==> config.mk <==
export PLATFORM = sky130hd
export DESIGN_NAME = jtsdram_arb
export DESIGN_NICKNAME = d
export VERILOG_FILES = /design/src/rtl/jtsdram_arb.sv
export SDC_FILE = /design/constraint.sdc
export NUM_CORES = 1
export LEC_CHECK = 0
export CORE_MARGIN = 5
export CORE_UTILIZATION = 42
export CTS_CLUSTER_DIAMETER = 120
export DETAILED_ROUTE_END_ITERATION = 12
export PLACE_DENSITY_LB_ADDON = 0.3
export RECOVER_POWER = 100
export SLEW_MARGIN = 20
export SYNTH_ARGS = -nofsm -noshare
export SYNTH_HDL_FRONTEND = slang
export SYNTH_SLANG_ARGS = --single-unit
==> constraint.sdc <==
create_clock -name clk -period 2.5 [get_ports clk]
set_clock_uncertainty 0.1 [all_clocks]
set_input_delay 0.5 -clock clk [delete_from_list [all_inputs] [get_ports clk]]
set_output_delay 0.5 -clock clk [all_outputs]
set_load 0.01 [all_outputs]
==> src/rtl/jtsdram_arb.sv <==
// rtl/jtsdram_arb.sv - four-requester round-robin read arbiter in front of an SDRAM controller
module jtsdram_arb #(
  parameter int TOUT_W = 10
) (
  input  logic        clk,
  input  logic        rst,
  input  logic        ch0_rd,
  input  logic [21:0] ch0_addr,
  output logic        ch0_ack,
  output logic        ch0_rdy,
  input  logic        ch1_rd,
  input  logic [21:0] ch1_addr,
  output logic        ch1_ack,
  output logic        ch1_rdy,
  input  logic        ch2_rd,
  input  logic [21:0] ch2_addr,
  output logic        ch2_ack,
  output logic        ch2_rdy,
  input  logic        ch3_rd,
  input  logic [21:0] ch3_addr,
  output logic        ch3_ack,
  output logic        ch3_rdy,
  output logic        sd_rd,
  output logic [21:0] sd_addr,
  output logic [1:0]  sd_ba,
  input  logic        sd_ack,
  input  logic        sd_rdy,
  input  logic        refresh_req,
  output logic        refresh_ok,
  output logic        busy,
  output logic        timeout
);

  typedef enum logic [1:0] {IDLE, REQ, WAIT} state_t;

  localparam logic [TOUT_W-1:0] CNT_MAX = '1;

  state_t            state_q, state_d;
  logic [1:0]        grant_q, grant_d;
  logic [1:0]        last_q, last_d;
  logic [TOUT_W-1:0] cnt_q, cnt_d;
  logic              sd_rd_q, sd_rd_d;
  logic [21:0]       sd_addr_q, sd_addr_d;
  logic [1:0]        sd_ba_q, sd_ba_d;
  logic [3:0]        ack_q, ack_d;
  logic [3:0]        rdy_q, rdy_d;
  logic              timeout_q, timeout_d;

  logic [3:0]        req;
  logic [1:0]        cand;
  logic [1:0]        winner;
  logic              found;
  logic [21:0]       addr_mux;
  logic [TOUT_W-1:0] cnt_inc;
  logic              tout_hit;

  assign req = {ch3_rd, ch2_rd, ch1_rd, ch0_rd};

  // Saturating increment; the transaction is abandoned on the edge the counter reaches its maximum.
  assign cnt_inc  = (cnt_q == CNT_MAX) ? cnt_q : cnt_q + 1'b1;
  assign tout_hit = (cnt_inc == CNT_MAX);

  // Round-robin search starting just after the previous winner.
  always_comb begin
    cand   = '0;
    winner = last_q;
    found  = 1'b0;
    for (int i = 1; i <= 4; i++) begin
      cand = last_q + 2'(i);
      if (!found && req[cand]) begin
        winner = cand;
        found  = 1'b1;
      end
    end
  end

  // Address of the channel that wins this cycle's arbitration.
  always_comb begin
    addr_mux = ch0_addr;
    case (winner)
      2'd0: addr_mux = ch0_addr;
      2'd1: addr_mux = ch1_addr;
      2'd2: addr_mux = ch2_addr;
      2'd3: addr_mux = ch3_addr;
      default: addr_mux = ch0_addr;
    endcase
  end

  // Next-state logic: grant in IDLE, wait for the command accept in REQ, wait for data in WAIT.
  always_comb begin
    state_d   = state_q;
    grant_d   = grant_q;
    last_d    = last_q;
    cnt_d     = cnt_q;
    sd_rd_d   = sd_rd_q;
    sd_addr_d = sd_addr_q;
    sd_ba_d   = sd_ba_q;
    ack_d     = '0;
    rdy_d     = '0;
    timeout_d = timeout_q;
    case (state_q)
      IDLE: begin
        // Refresh window blocks new grants; stray sd_ack/sd_rdy are ignored here.
        if (!refresh_req && found) begin
          grant_d   = winner;
          sd_addr_d = addr_mux;
          sd_ba_d   = winner;
          sd_rd_d   = 1'b1;
          cnt_d     = '0;
          state_d   = REQ;
        end
      end
      REQ: begin
        cnt_d = cnt_inc;
        if (sd_ack) begin
          sd_rd_d        = 1'b0;
          ack_d[grant_q] = 1'b1;
          if (sd_rdy) begin
            rdy_d[grant_q] = 1'b1;
            last_d         = grant_q;
            state_d        = IDLE;
          end else begin
            state_d = WAIT;
          end
        end else if (tout_hit) begin
          timeout_d = 1'b1;
          sd_rd_d   = 1'b0;
          last_d    = grant_q;
          state_d   = IDLE;
        end
      end
      WAIT: begin
        cnt_d = cnt_inc;
        if (sd_rdy) begin
          rdy_d[grant_q] = 1'b1;
          last_d         = grant_q;
          state_d        = IDLE;
        end else if (tout_hit) begin
          timeout_d = 1'b1;
          last_d    = grant_q;
          state_d   = IDLE;
        end
      end
      default: state_d = IDLE;
    endcase
  end

  // State and registered outputs; reset abandons any transaction in flight.
  always_ff @(posedge clk or posedge rst) begin
    if (rst) begin
      state_q   <= IDLE;
      grant_q   <= 2'd0;
      last_q    <= 2'd3;
      cnt_q     <= '0;
      sd_rd_q   <= 1'b0;
      sd_addr_q <= '0;
      sd_ba_q   <= 2'd0;
      ack_q     <= '0;
      rdy_q     <= '0;
      timeout_q <= 1'b0;
    end else begin
      state_q   <= state_d;
      grant_q   <= grant_d;
      last_q    <= last_d;
      cnt_q     <= cnt_d;
      sd_rd_q   <= sd_rd_d;
      sd_addr_q <= sd_addr_d;
      sd_ba_q   <= sd_ba_d;
      ack_q     <= ack_d;
      rdy_q     <= rdy_d;
      timeout_q <= timeout_d;
    end
  end

  assign ch0_ack    = ack_q[0];
  assign ch1_ack    = ack_q[1];
  assign ch2_ack    = ack_q[2];
  assign ch3_ack    = ack_q[3];
  assign ch0_rdy    = rdy_q[0];
  assign ch1_rdy    = rdy_q[1];
  assign ch2_rdy    = rdy_q[2];
  assign ch3_rdy    = rdy_q[3];
  assign sd_rd      = sd_rd_q;
  assign sd_addr    = sd_addr_q;
  assign sd_ba      = sd_ba_q;
  assign timeout    = timeout_q;
  assign busy       = (state_q != IDLE);
  assign refresh_ok = (state_q == IDLE) & refresh_req;

endmodule

# Word level (Yosys, flattened, before mapping)
# Index checks and enable logic that the tools add are counted.
# W data, S select, Z words.
[classes]
addsub = 4
mul = 0
n_div = 0
n_lt_le_gt_ge = 6
n_eq_ne = 12
shifts = 0
mux = 46
n_bitwise = 1
n_reduce_logical = 21
[ops]
columns = ["op", "n"]
rows = [
  ["$pmux W22 S4", 1],
  ["$mux W2", 13],
  ["$eq A10 B10 Y1 const B", 2],
  ["$mux W10", 2],
  ["$pmux W10 S2", 1],
  ["$mux W4", 4],
  ["$lt A2 B3 Y1 const B", 5],
  ["$mux W1", 15],
  ["$add A10 B1 Y10 const B", 1],
  ["$bmux W1 S2", 4],
  ["$pmux W4 S2", 1],
  ["$reduce_bool A2 Y1", 4],
  ["$eq A2 B2 Y1 const B", 3],
  ["$ne A2 B2 Y1 const B", 3],
  ["$ne A3 B3 Y1 const B", 2],
  ["$pmux W2 S3", 1],
  ["$reduce_and A2 Y1", 3],
  ["$reduce_and A3 Y1", 2],
  ["$logic_and A1 B1 Y1", 5],
  ["$add A2 B2 Y2 const B", 2],
  ["$eq A2 B1 Y1 const B", 2],
  ["$logic_not A1 Y1", 4],
  ["$logic_not A2 Y1", 2],
  ["$pmux W1 S2", 2],
  ["6 further kinds", 6],
]
[totals]
ff_bits = 48
latch_bits = 0
ram_bits = 0
mem_bits_ro = 0
in_bits = 97
output_inout_bits = 36
elab_cells = 99
n_memories = 0

# Depth between registers and ports, before layout
[depth]
word_depth = 16
depth_mapped = 8
mapped_depth_nobuf = 7

# Least setup slack after synthesis
# No wires, ideal clock.
[synth_path]
path_kind = "reg-to-reg"
from = "reg cnt_q[0]"
to = "reg last_q[0]"
setup_ns = 0.082
arrival_ns = 1.849
required_time_ns = 2.318
slack_ns = 0.469
path_stages_with_launch = 8
path_buffers = 0
synth_period_minus_slack_ns = 2.031
cell_sequence = "dfrtp_1 > ha_1 > and4b_1 > a311o_1 > a21oi_2 > o211a_4 > a21oi_2 > mux2_4"
[synth_via]
elab_chain_cells = 6
word_cells_on_any_way = 8
cone_classes = "add/sub: 1; eq/ne: 2; mux: 5"
[synth_rtl]
columns = ["item", "line", "rtl"]
rows = [
  ["from (decl)", "41", "logic [TOUT_W-1:0] cnt_q, cnt_d;"],
  ["from (signal assigned)", "165", "cnt_q <= cnt_d;"],
  ["$add A10 B1 Y10 or $eq A10 B10 Y1 (tied branches)", "60", "assign cnt_inc = (cnt_q == CNT_MAX) ? cnt_q : cnt_q + 1'b1;"],
  ["$mux W10 (*)", "60", ""],
  ["$eq A10 B10 Y1 (*)", "61", "assign tout_hit = (cnt_inc == CNT_MAX);"],
  ["$mux W2 (*)", "-", ""],
  ["$mux W2 (on tied branches)", "-", ""],
  ["$pmux W2 S2 (*)", "-", ""],
  ["to (signal assigned)", "164", "last_q <= last_d;"],
  ["to (decl)", "40", "logic [1:0] last_q, last_d;"],
]
# Every way passes the cells marked *; elsewhere a longest branch is shown, timed or not.
# A chain may end at the register's enable or synchronous reset.

# Final worst setup path
[layout_path]
from = "reg cnt_q[0]"
to = "reg last_q[1]"
# The elaborated chain is that of the path after synthesis.

==> results.yml <==
run:
  maxCapViolations: 0
clock_tree:
  root_buffer: "clkbuf_8"
  tritoncts: "done"
  cts_max_path_bufs: 2
  post-cts-setup-buffers: 0
  clk-insertion-delay-late_ns: 0.30
  cts_made_buffers: 5
  postCtsResizedCells: 0
  cts_max_level: 2
  path_clk_slew_ns: 0.10
  numClockSinks: 48
  ctsHoldBuffers: 0
yosys:
  synth.avg_cell_area_sq_um: 9.781
  syn-cell-area_sq_um: 2895
  synth_ff_type: "dfrtp_1"
  yosysSeqAreaShare_pct: 41.57
  synth_compound_area_share_pct: 20.87
  post_synth_edffs: 0
  synthDistinctLibCells: 43
  synth.mux.area_fraction_pct: 18.28
  syn-num-nets: 398
  dominant_combinational_cell_family_by_area_after_synthesis: "compound AO/OA/AOI/OAI gates"
  synthArstFlopShare_pct: 100.0
  synthesized_netlist_cell_count: 296
  adder_cell_area_share_of_the_yosys_netlist_pct: 2.161
  ys.warnings.count: 0
  synth_xor_xnor_area_share_pct: 0
  synthSimpleGateAreaFrac_pct: 12.14
  ys_ff_latch: 48
final_layout:
  seqCellArea_sq_um: 1204
  postLayoutCoreUtil_pct: 65.85
  fin_nets: 539
  multi_input_comb_area_sq_um: 1533
  n_antenna_cell: 0
  area_delta_synth_final_pct: 53.67
  final_common_cell: "clkdlybuf4s50_1"
  post_route_cells_drive_above_1_share_pct: 11.19
  fillerInstances: 565
  mostFrequentLayoutCells: "clkdlybuf4s50_1 (97), dfrtp_1 (46), o21ai_0 (39), dlygate4sd3_1 (35), mux2i_1 (24)"
routing:
  drt_drc_violations_left: 0
  drt-wirelength-per-cell_microns: 17.03
  finalWirelength_mm: 8.823
  dr.pass1.iters: 4
  routed_via_density: 5.525
  detail_route.iter0.violations: 96
  vias_after_detailed_routing: 2862
  route.antenna.remaining_nets: 0
timing:
  hold_viol_final: 0
  setup_tns_ns: 0
  worstMarginPinSlew_ns: 0.8476
  timing.final.ws_setup_ns: 0.1488
  report.final.slew_viol_count: 0
  timing.final.crit_share_pct: 94.05
  setup_viol: 0
  achievable-frequency_mhz: 425.3
  timing.hold.ws_ns: 0.3722
  finalWorstPathRequiredPeriod_ns: 2.351
  rsz0062_at_grt: "no"
  slew-limit-headroom_pct: 43.50
floorplan:
  die-area_sq_um: 8654
  die_w_microns: 93.03
  core_sq_um: 6756
  initial_utilization_pct: 42.85
  num_io_pins: 133
  die_height_microns: 93.03
  placementRows: 30
grt:
  number_of_antenna_violations_at_the_first_check_in_global_routing: 0
  global_route_wire_length_before_repair_mm: 14.25
  global_route.usage.total_pct: 20.39
  grt_start_max_net_pins: 31
  overflow: 0
  grt_pass1_vias: 2956
setup_path:
  critPathRequiredTime_ns: 2.63
  critical_path.max_stage_delay_ns: 0.47
  crit-reg2reg-capture: "last_q[1]$_DFFE_PP1P_"
  setup_crit_end_kind: "flop"
  timing_worst_setup_path_type: "reg -> reg"
  worst_setup_path_start_kind: "flop"
  cpMaxStageDelayCell: "dfrtp_1"
  rr_startpoint: "cnt_q[0]$_DFFE_PP0P_"
  worst_r2r_path_depth: 7
  crit_path_max_fanout: 8
  register_to_register_setup_slack_ns: 0.15
  critical_path_arrival_ns: 2.48
  timing.critical_path.cells: "ha_1, nand2_1, o311ai_0, nand3_1, o211a_1, a21oi_1, mux2_1"
placement:
  dp_worst_setup_slack_ns: -0.07262
  finalWeightedCongestion: 0.8994
  detailed_place_hpwl_mm: 6.910
  portBuffers: 132
min_path:
  worstHoldPathType: "reg -> reg"
  hp-start: "timeout$_DFFE_PP0P_"
  timing.hold.worst_path_depth: 1
  min_to: "timeout$_DFFE_PP0P_"
power:
  power_per_cell_area_nw_per_um2: 910.8
  ir_worst_vdd_uv: 586.9
  total_power_draw_uw: 4053
  power.leakage_uw: 0.001942
status:
  run_status: "complete, no violations"
## synth_stat cells (3+ instances only)
library cell | n | area (sq um)
nor2_1 | 22 | 82.58
o21ai_1 | 4 | 20.02
buf_6 | 3 | 33.78
nand3_1 | 6 | 30.03
buf_4 | 3 | 22.52
nand2b_1 | 3 | 18.77
a31oi_1 | 7 | 43.79
nand4_1 | 4 | 25.02
nor3_1 | 4 | 20.02
ha_1 | 5 | 62.56
a22oi_1 | 23 | 172.7
buf_2 | 4 | 20.02
mux2_2 | 23 | 259.0
clkbuf_1 | 6 | 22.52
a21oi_1 | 10 | 50.05
and2_1 | 3 | 18.77
o21ai_0 | 35 | 175.2
nand2_1 | 18 | 67.56
dfrtp_1 | 46 | 1151
inv_1 | 12 | 45.04
mux2i_1 | 24 | 240.2
## worst max-delay path by stage
| stage | startpoint | endpoint | slack (ns) | cells past startpoint |
|---|---|---|---|---|
| 6_report | cnt_q[0]$_DFFE_PP0P_ | last_q[1]$_DFFE_PP1P_ | 0.15 | 7 |
| 5_1_grt | ch0_rd | cnt_q[1]$_DFFE_PP0P_ | 0.005 | 9 |
| 4_1_cts | state_q[0]$_DFFE_PP0P_ | refresh_ok | 0.15 | 4 |
| 3_5_place_dp | ch3_rd | sd_addr[0]$_DFFE_PP0P_ | -0.07 | 7 |
| 3_3_place_gp | ch0_rd | cnt_q[7]$_DFFE_PP0P_ | 0.04 | 9 |
| 2_1_floorplan | cnt_q[0]$_DFFE_PP0P_ | last_q[0]$_DFFE_PP1P_ | 0.47 | 7 |
## flip-flops by register name, indices dropped and copies added, names as in the netlist
| register | flops |
|---|---|
| rdy_q | 4 |
| ack_q | 4 |
| state_q | 2 |
| sd_addr | 22 |
| timeout | 1 |
| sd_rd | 1 |
| cnt_q | 10 |
| last_q | 2 |
| sd_ba | 2 |
## cell families (layout without fill, tap and decap cells)
kind of cell               after synthesis  in the layout
adders and majority gates                5              5
AOI/OAI and AO/OA                       94             94
muxes                                   49             49
DFF                                     48             48
and+or+nand+nor                         72             72
buffers and inverters                   28            170
## routing by layer
layer | global-route usage, % | routed length (microns) | vias to the layer above
met1 | 25.14 | 3569 | 1385
met3 | 5.551 | 566 | 12
met4 | 4.518 | 134 | 0
met2 | 35.63 | 4553 | 89
met5 | 0 | 0 | -
li1 | - | - | 1376
## critical path, delay by kind of cell (launching register included)
kind / cells / cell delay [ns]
AO/OA/AOI/OAI: 3 / 0.80
adder cells (fa/ha/maj): 1 / 0.29
flip-flops: 1 / 0.47
multiplexers: 1 / 0.36
AND/OR/NAND/NOR: 2 / 0.26
## cell type report
| cell class | count | share of cell area (%) |
|---|---|---|
| well taps | 80 | 2.250 |
| flip-flops and latches | 48 | 27.05 |
| clock buffers | 6 | 1.856 |
| clock inverters | 2 | 0.3375 |
| inverters | 12 | 1.012 |
| multi-input cells | 220 | 34.45 |
| repair buffers | 150 | 33.04 |
## metrics by stage
step | instances | area [sq um]
floorplan | 296 | 2895
global placement | 510 | 4403
detailed placement | 510 | 4403
CTS | 518 | 4501
global route | 518 | 4449
finish | 518 | 4449
## report_power, final
group / internal [uW] / switching (uW) / leakage (uW)
clock network: 224 / 272 / 0.0000434
logic: 1180 / 1110 / 0.00128
registers: 1050 / 214 / 0.000615
Power figures use the tool's default switching activity.
